--- config.mk ---
export PLATFORM = sky130hd
export DESIGN_NAME = divide_unit
export DESIGN_NICKNAME = d
export VERILOG_FILES = /design/src/rtl/mips_pkg.sv /design/src/rtl/div_step.sv /design/src/rtl/divide_unit.sv
export SDC_FILE = /design/constraint.sdc
export NUM_CORES = 1
export LEC_CHECK = 0
export BUFFER_PORTS_ARGS = -buffer_cell sky130_fd_sc_hd__buf_4
export CAP_MARGIN = 25
export CORE_UTILIZATION = 54
export DETAILED_ROUTE_END_ITERATION = 10
export GPL_TIMING_DRIVEN = 1
export PLACE_DENSITY = 0.8
export SYNTH_ARGS = -nofsm -noshare
export SYNTH_HDL_FRONTEND = slang
export SYNTH_SLANG_ARGS = --single-unit
--- constraint.sdc ---
create_clock -name clk -period 3.1 [get_ports clk]
set_clock_uncertainty 0.15 [all_clocks]
set_input_delay 0.62 -clock clk [delete_from_list [all_inputs] [get_ports clk]]
set_output_delay 0.62 -clock clk [all_outputs]
set_load 0.005 [all_outputs]
--- src/rtl/mips_pkg.sv ---
// Shared constants and state encoding for the iterative integer divider.
// Iteration count matches the operand width; one quotient bit per iteration.
package mips_pkg;

  localparam int DIV_WIDTH = 32;
  localparam int DIV_ITERS = DIV_WIDTH;

  // Quotient returned for a zero divisor (all ones, DIV and DIVU alike).
  localparam logic [DIV_WIDTH-1:0] DIV0_QUOTIENT = 32'hFFFF_FFFF;

  typedef enum logic [1:0] {
    IDLE  = 2'd0,
    CALC  = 2'd1,
    FIXUP = 2'd2,
    DONE  = 2'd3
  } div_state_t;

endpackage

--- src/rtl/div_step.sv ---
// One restoring-division iteration: shift in the next dividend bit, compare
// against the divisor and conditionally subtract. Purely combinational.
module div_step
  import mips_pkg::*;
#(
  parameter int WIDTH = DIV_WIDTH
) (
  input  logic [WIDTH:0]   i_rem,
  input  logic             i_bit,
  input  logic [WIDTH-1:0] i_divisor,
  output logic [WIDTH:0]   o_rem,
  output logic             o_qbit
);

  logic [WIDTH+1:0] w_shift;
  logic             w_ge;

  assign w_shift = {i_rem, i_bit};
  assign w_ge    = (w_shift >= {2'b00, i_divisor});
  assign o_qbit  = w_ge;
  assign o_rem   = w_ge ? (w_shift[WIDTH:0] - {1'b0, i_divisor}) : w_shift[WIDTH:0];

endmodule

--- src/rtl/divide_unit.sv ---
// Multi-cycle DIV/DIVU unit: magnitudes are divided unsigned, signs applied in FIXUP.
// Start-to-done latency WIDTH+2; start is ignored while busy, flush aborts without done.
module divide_unit
  import mips_pkg::*;
#(
  parameter int WIDTH = DIV_ITERS
) (
  input  logic             clk,
  input  logic             rst_n,
  input  logic             start,
  input  logic             is_signed,
  input  logic [WIDTH-1:0] dividend,
  input  logic [WIDTH-1:0] divisor,
  input  logic             flush,
  output logic             busy,
  output logic             done,
  output logic [WIDTH-1:0] quotient,
  output logic [WIDTH-1:0] remainder,
  output logic             div_by_zero
);

  localparam int CW = $clog2(WIDTH);

  div_state_t       r_state, w_next;
  logic [CW-1:0]    r_cnt;
  logic [WIDTH:0]   r_rem, w_rem_nxt;
  logic             w_qbit;
  // r_dvd shifts dividend bits out of the top and quotient bits in at the bottom
  logic [WIDTH-1:0] r_dvd, r_dsr, r_raw;
  logic             r_q_neg, r_r_neg, r_dz;
  logic             w_accept, w_step, w_fix;
  logic [WIDTH-1:0] w_dvd_abs, w_dsr_abs;

  logic             r_busy, r_done, r_dz_out;
  logic [WIDTH-1:0] r_quo, r_rmd;

  assign w_dvd_abs = (is_signed && dividend[WIDTH-1]) ? ({WIDTH{1'b0}} - dividend) : dividend;
  assign w_dsr_abs = (is_signed && divisor[WIDTH-1])  ? ({WIDTH{1'b0}} - divisor)  : divisor;

  div_step #(.WIDTH(WIDTH)) u_step (
    .i_rem     (r_rem),
    .i_bit     (r_dvd[WIDTH-1]),
    .i_divisor (r_dsr),
    .o_rem     (w_rem_nxt),
    .o_qbit    (w_qbit)
  );

  always_ff @(posedge clk or negedge rst_n) begin
    if (!rst_n) r_state <= IDLE;
    else        r_state <= w_next;
  end

  always_comb begin
    w_next   = r_state;
    w_accept = 1'b0;
    w_step   = 1'b0;
    w_fix    = 1'b0;
    case (r_state)
      IDLE, DONE: begin
        if (start) begin
          w_accept = 1'b1;
          w_next   = CALC;
        end else begin
          w_next   = IDLE;
        end
      end
      CALC: begin
        w_step = 1'b1;
        if (r_cnt == '0) w_next = FIXUP;
      end
      FIXUP: begin
        w_fix  = 1'b1;
        w_next = DONE;
      end
      default: w_next = IDLE;
    endcase
    // A pipeline kill overrides everything, including a same-cycle start.
    if (flush) begin
      w_next   = IDLE;
      w_accept = 1'b0;
      w_step   = 1'b0;
      w_fix    = 1'b0;
    end
  end

  always_ff @(posedge clk or negedge rst_n) begin
    if (!rst_n) begin
      r_cnt   <= '0;
      r_rem   <= '0;
      r_dvd   <= '0;
      r_dsr   <= '0;
      r_raw   <= '0;
      r_q_neg <= 1'b0;
      r_r_neg <= 1'b0;
      r_dz    <= 1'b0;
    end else if (w_accept) begin
      r_cnt   <= CW'(WIDTH-1);
      r_rem   <= '0;
      r_dvd   <= w_dvd_abs;
      r_dsr   <= w_dsr_abs;
      r_raw   <= dividend;
      r_q_neg <= is_signed & (dividend[WIDTH-1] ^ divisor[WIDTH-1]);
      r_r_neg <= is_signed & dividend[WIDTH-1];
      r_dz    <= (divisor == '0);
    end else if (w_step) begin
      r_cnt   <= r_cnt - CW'(1);
      r_rem   <= w_rem_nxt;
      r_dvd   <= {r_dvd[WIDTH-2:0], w_qbit};
    end
  end

  always_ff @(posedge clk or negedge rst_n) begin
    if (!rst_n) begin
      r_busy   <= 1'b0;
      r_done   <= 1'b0;
      r_quo    <= '0;
      r_rmd    <= '0;
      r_dz_out <= 1'b0;
    end else begin
      r_busy <= (w_next == CALC) || (w_next == FIXUP);
      r_done <= (w_next == DONE);
      if (w_fix) begin
        r_dz_out <= r_dz;
        if (r_dz) begin
          r_quo <= DIV0_QUOTIENT[WIDTH-1:0];
          r_rmd <= r_raw;
        end else begin
          r_quo <= r_q_neg ? ({WIDTH{1'b0}} - r_dvd) : r_dvd;
          r_rmd <= r_r_neg ? ({WIDTH{1'b0}} - r_rem[WIDTH-1:0]) : r_rem[WIDTH-1:0];
        end
      end
    end
  end

  assign busy        = r_busy;
  assign done        = r_done;
  assign quotient    = r_quo;
  assign remainder   = r_rmd;
  assign div_by_zero = r_dz_out;

endmodule

==> metrics.cfg, run 1 <==
[status]
outcome = finished with violations
violations = setup timing

[worst_hold_path]
hold_start = dividend[9]
hp-class = input pin to flip-flop

[critical_path]
path_class = flip-flop to flip-flop
arrival_ps = 3380
path_common_cell = o211ai_1
crit_start = r_dvd[31]
start_kind = flip-flop
crit-reg2reg-launch = r_dvd[31]
crit_buf_inv = 4
crit_family = compound AO/OA/AOI/OAI gates
required_ps = 3350
crit_path_end_kind = flip-flop
worstPathCellList = inv_1 -> ha_2 -> inv_2 -> fa_2 -> a21oi_2 -> o211ai_1 -> o211ai_1 -> nand4_1 -> a211oi_2 -> buf_4 -> nor3_4 -> buf_12 -> or3_4 -> a32o_2
slowest_stage = dfrtp_1
path_max_fanout = 8
cpPeakStageDelay_ps = 360

[synthesis]
synthArstFlopShare_pct = 100
ys_ff_latch = 206
synth_edf_count = 0
netlist_area_mm2 = 0.0130
ys.flop_type = dfrtp_1
ys.warnings.count = 0
synth_top_area_share_pct = 39.7
synth_cell_type_count = 66
yosysSeqAreaShare_pct = 39.7
avgSynthCellArea_um2 = 8.18
synth_top_area_cell = dfrtp_1
synthCells = 1588
synth_nets = 1698
synth.area.top_cells = dfrtp_1 40%, nand2_1 8.4%, a21oi_1 5.9%

[floorplanning]
rows = 56
fp.dieW_um = 157
core_mm2 = 0.0235
start_util_pct = 55.2
dieHeight_um = 157
design.die.area_mm2 = 0.0247
io_pins = 136

[finish]
fin_nets = 1899
diodes = 0
drive_gt1_share_pct = 19.5
area_growth_pct = 23.4
fillCellCount = 1934
final_util_pct = 68.1
final_cell_area_mm2 = 0.0160

[clock_tree]
clk_path_buf_depth = 3
root_buffer = clkbuf_16
clkLatencyLatePin_ps = 510
cts_tree = done
cts.reportedPaths.clkPinSlew_ps = 60
htreeDepth = 1
cts_sinks = 206
cts_made_buffers = 23

[placement]
dpl-instance-area_mm2 = 0.0150
place.gp.congestion = 0.961
io_buffers = 135
dp_hpwl_um = 26600
pre_cts_slack_ps = -298

[pwr]
p_leak_uw = 0.00746
p_total_uw = 7980
vdd_drop_max_v = 0.000408
pwr_density_cell_mw_per_mm2 = 498

[detailed_routing]
drt_iter0_markers = 868
drc_errors = 0
num_vias = 12300
drtAntennaViolNets = 0
avgViaCountPerCell = 5.81
routedWlPerCell_um = 17.1
wirelength_um = 36400
drt-pass1-iter-count = 6

[global_route]
top_usage_layer = met2
grt_use_total_pct = 29.5
grt_use_met1_pct = 37.2
met3_usage_pct = 3.99
grt_overflow = 0
use_met2_pct = 51.9
grt_max_degree = 70
grt_pass1_vias = 12000
antenna_found_initial = 0
grt_pass1_wl_um = 58400

[timing]
fmax_ghz = 0.319
rsz0062_at_grt = true
min_period_ps = 3130
period_share_pct = 101
setup_viol = 2
slew_headroom_pct = 44.7
drv_slew = 0
finalHoldViolations = 0
tightestPinTransition_ps = 829
fin_ws_ps = -32.1

[run]
cap_viol_max_count = 0

-- cells in the mapped netlist, types with 5 or more instances --
cell type	n
o211ai_1	23
nand3_1	22
nand2_1	290
nand2b_1	14
or3_1	12
or2_2	5
o21ai_1	8
clkbuf_1	81
nor3_1	32
o31ai_1	31
a21o_1	9
nor4_1	17
inv_1	62
a31oi_1	18
a221o_1	8
ha_1	40
nand4_1	8
xnor2_1	65
o41ai_1	13
a41oi_1	8
buf_1	7
nor2b_1	9
xor2_1	76
mux2i_1	6
a21oi_1	154
o21ai_0	141
nor2_1	110
or4_1	13
and3_1	33
dfrtp_1	206
-- state kept, by name, indices dropped and copies added, names as in the netlist --
register	count
busy	1
div_by_zero	1
done	1
quotient	32
r_cnt	5
r_dsr	32
r_dvd	32
r_dz	1
r_q_neg	1
r_r_neg	1
r_raw	32
r_rem	33
r_state	2
remainder	32
-- worst register-to-register path, cell delays in order (launching register included) --
cell	delay (ps)
dfrtp_1	360
inv_1	70
ha_2	180
inv_2	40
fa_2	340
a21oi_2	190
o211ai_1	100
o211ai_1	140
nand4_1	210
a211oi_2	210
buf_4	150
nor3_4	60
buf_12	160
or3_4	360
a32o_2	280
-- routing by layer --
layer  vias to the layer above  part of all wire (%)
met1                      5855                    42
li1                       5966                     -
met2                       426                    49
met4                         0                   3.1
met3                        80                   5.8
met5                         -                     0
-- layout by cell type (no fill, tap or decap), drive strengths merged, types with 4 or more instances in the layout --
cell type  Yosys  final
a21o           9      9
a21oi        154    154
a221o          8      8
a31oi         18     18
a32o           4      4
a41oi          8      8
and2           5      5
and3          33     33
buf            9    266
clkbuf        83     31
clkinv         0      5
dfrtp        206    206
ha            40     40
inv           62     62
mux2i          6      6
nand2        290    290
nand2b        14     14
nand3         23     23
nand4          8      8
nor2         110    110
nor2b          9      9
nor3          32     32
nor4          19     19
o211ai        23     23
o21ai        149    149
o21bai         4      4
o31ai         33     33
o41ai         13     13
or2            6      6
or3           13     13
or4           19     19
xnor2         65     65
xor2          76     76
-- final timing paths --
path	end	slack [ps]	cells past startpoint
hold reg to reg	r_dsr[16]	330	2
setup / recovery	r_rem[5]	-30	14
hold / removal	r_raw[9]	180	3
min in group asynchronous	quotient[9]	530	2
setup reg to reg	r_rem[5]	-30	14
max in group asynchronous	r_rem[31]	1410	3
-- where the power goes --
part	internal [uW]	switching, uW
Combinational	862	1070
Sequential	2990	269
Clock	1720	1080
Total	5570	2420
-- what timing repair did --
action,in CTS,in global routing
endpoints found under the hold margin,17,0
gates resized for setup,12,16
endpoints found under the setup margin,29,28
setup buffers,2,10
hold buffers,1,0
pin swaps,5,12
-- final cells by class --
class / instances / area [um2] / area share, %
clock buffers: 30 / 652 / 4.07
multi-input cells: 1228 / 7370 / 46.0
well taps: 319 / 399 / 2.49
clock inverters: 9 / 123 / 0.765
flip-flops and latches: 206 / 5160 / 32.2
inverters: 62 / 233 / 1.45
repair buffers: 268 / 2100 / 13.1
-- per-stage QoR --
stage                     cells  TNS, ps  hold WS, ps
after floorplan            1588        0          174
after global placement     2071     -455          301
after detailed placement   2071    -1760          308
after CTS                  2112    -29.5          178
after global routing       2122     -858          183
final                      2122    -34.1          183
-- cell families after synthesis --
logic type               share of synthesized area [%]
AO/OA/AOI/OAI                                     20.5
XOR/XNOR                                          9.51
adder cells (fa/ha/maj)                           4.01
buffers and inverters                             4.69
flip-flops                                        39.7
multiplexers                                     0.462
AND/OR/NAND/NOR                                   21.1
Power figures use the tool's default switching activity.
==> run 2: changes to the inputs <==
REMOVE_ABC_BUFFERS = 1   (was unset)
==> metrics.cfg, run 2 (synthesis gave the netlist of run 1 again) <==
[detailed_routing]
avgViaCountPerCell = 5.83
routedWlPerCell_um = 17.5
drc_errors = 0
drt_iter0_markers = 874
drt-pass1-iter-count = 5
drtAntennaViolNets = 0
wirelength_um = 37300
num_vias = 12400

[timing]
tightestPinTransition_ps = 1020
min_period_ps = 3120
drv_slew = 0
rsz0062_at_grt = true
setup_viol = 2
finalHoldViolations = 0
period_share_pct = 101
fmax_ghz = 0.321
slew_headroom_pct = 32.2
fin_ws_ps = -16.5

[finish]
area_growth_pct = 24.4
largest_reg_flops = 33
top_register = r_rem
stdcell_count = 2129
final_cell_area_mm2 = 0.0161
final_common_cell = nand2_1
drive_gt1_share_pct = 20.1
most-common-layout-cells = 289 x nand2_1, 260 x buf_4, 205 x dfrtp_1, 149 x a21oi_1, 135 x o21ai_0
fin_nets = 1904

[clock_tree]
htreeDepth = 1
cts_sinks = 206
clkLatencyLatePin_ps = 530
cts_made_buffers = 24
clk_path_buf_depth = 3
root_buffer = clkbuf_16
cts_tree = done
cts.reportedPaths.clkPinSlew_ps = 60

[global_route]
grt_use_total_pct = 29.8
grt_max_degree = 75
grt_pass1_wl_um = 58600
antenna_found_initial = 1
grt_pass1_vias = 11900
grt_overflow = 0

[critical_path]
path_max_fanout = 7
path_class = flip-flop to flip-flop
start_kind = flip-flop
required_ps = 3360
crit-reg2reg-launch = r_dsr[0]
crit_path_end_kind = flip-flop
crit_start = r_dsr[0]
arrival_ps = 3380
reg2reg_depth = 12

[run]
cap_viol_max_count = 0

[worst_hold_path]
hold_start = dividend[30]
hp-class = input pin to flip-flop
whs_path_depth = 3

[floorplanning]
rows = 56
dieHeight_um = 157
start_util_pct = 55.2
core_mm2 = 0.0235
fp.dieW_um = 157
design.die.area_mm2 = 0.0247
io_pins = 136

[placement]
dp_cells = 2062
dp_hpwl_um = 26700
dpl-instance-area_mm2 = 0.0149
place.gp.congestion = 0.957
io_buffers = 135

[pwr]
pwr_density_cell_mw_per_mm2 = 491
vdd_drop_max_v = 0.000304
p_leak_uw = 0.00750

[status]
outcome = finished with violations
violations = setup timing

run 2: cell types whose count changed in the layout (fill, tap and decap cells not counted), sizes merged:
cell	previous run	this run
buf	266	268
diode	0	1
clkbuf	31	37
clkinvlp	1	0
bufinv	3	0
inv	62	64
run 2: path summary, 6_finish.rpt:
| check | slack [ps] | end |
|---|---|---|
| min reg2reg | 330 | r_dsr[17] |
| max in group asynchronous | 1430 | r_dsr[31] |
| min in group asynchronous | 520 | r_dsr[8] |
| max | -20 | r_rem[12] |
| max reg2reg | -20 | r_rem[12] |
| min | 180 | r_raw[30] |
run 2: critical path: stages, from the launching register on:
cell and delay [ps]:
dfrtp_1 420, ha_4 170, inv_2 40, fa_2 360, a21oi_2 170, o211ai_1 140
o211ai_1 160, nand4_1 220, a211oi_4 310, nor3_4 110, buf_12 160, or3_1 340
a32o_1 270
run 2: cell type report:
cell class              instances  area, um2
multi-input cells            1228       7450
fillers                      1933       7390
flip-flops and latches        206       5160
repair buffers                272       2150
clock buffers                  34        709
well taps                     319        399
inverters                      62        233
clock inverters                 7       46.3
diodes                          1       2.50
run 2: metrics by stage:
step                      util, %  worst slack [ps]  total power, uW  hold WS, ps  TNS [ps]
after floorplan                 -             -1100             4330          174    -38270
after global placement       63.5             -46.0             5020          303      -136
after detailed placement     63.5              -159             5090          305     -1040
after CTS                    67.2              19.6             7870          170         0
after global routing         68.6              -138             8320          183     -2000
final                        68.6             -16.5             7940          175     -22.3
run 2: power by group:
part	total [uW]	switching, uW	internal (uW)
logic	1960	1090	874
clock network	2730	1140	1590
registers	3250	260	2990
run 2: routing by layer:
layer / track usage, % / wire [um]
met1: 37.3 / 15600
met2: 51.9 / 18200
met3: 3.61 / 2180
met4: 12.3 / 1300
met5: 0 / 0
run 2: what timing repair did:
action	4_1_cts	5_1_grt
gates resized for setup	9	40
endpoints found under the setup margin	18	36
pin swaps	5	32
hold buffers	1	0
endpoints found under the hold margin	38	0
gates cloned	0	3
setup buffers	7	14
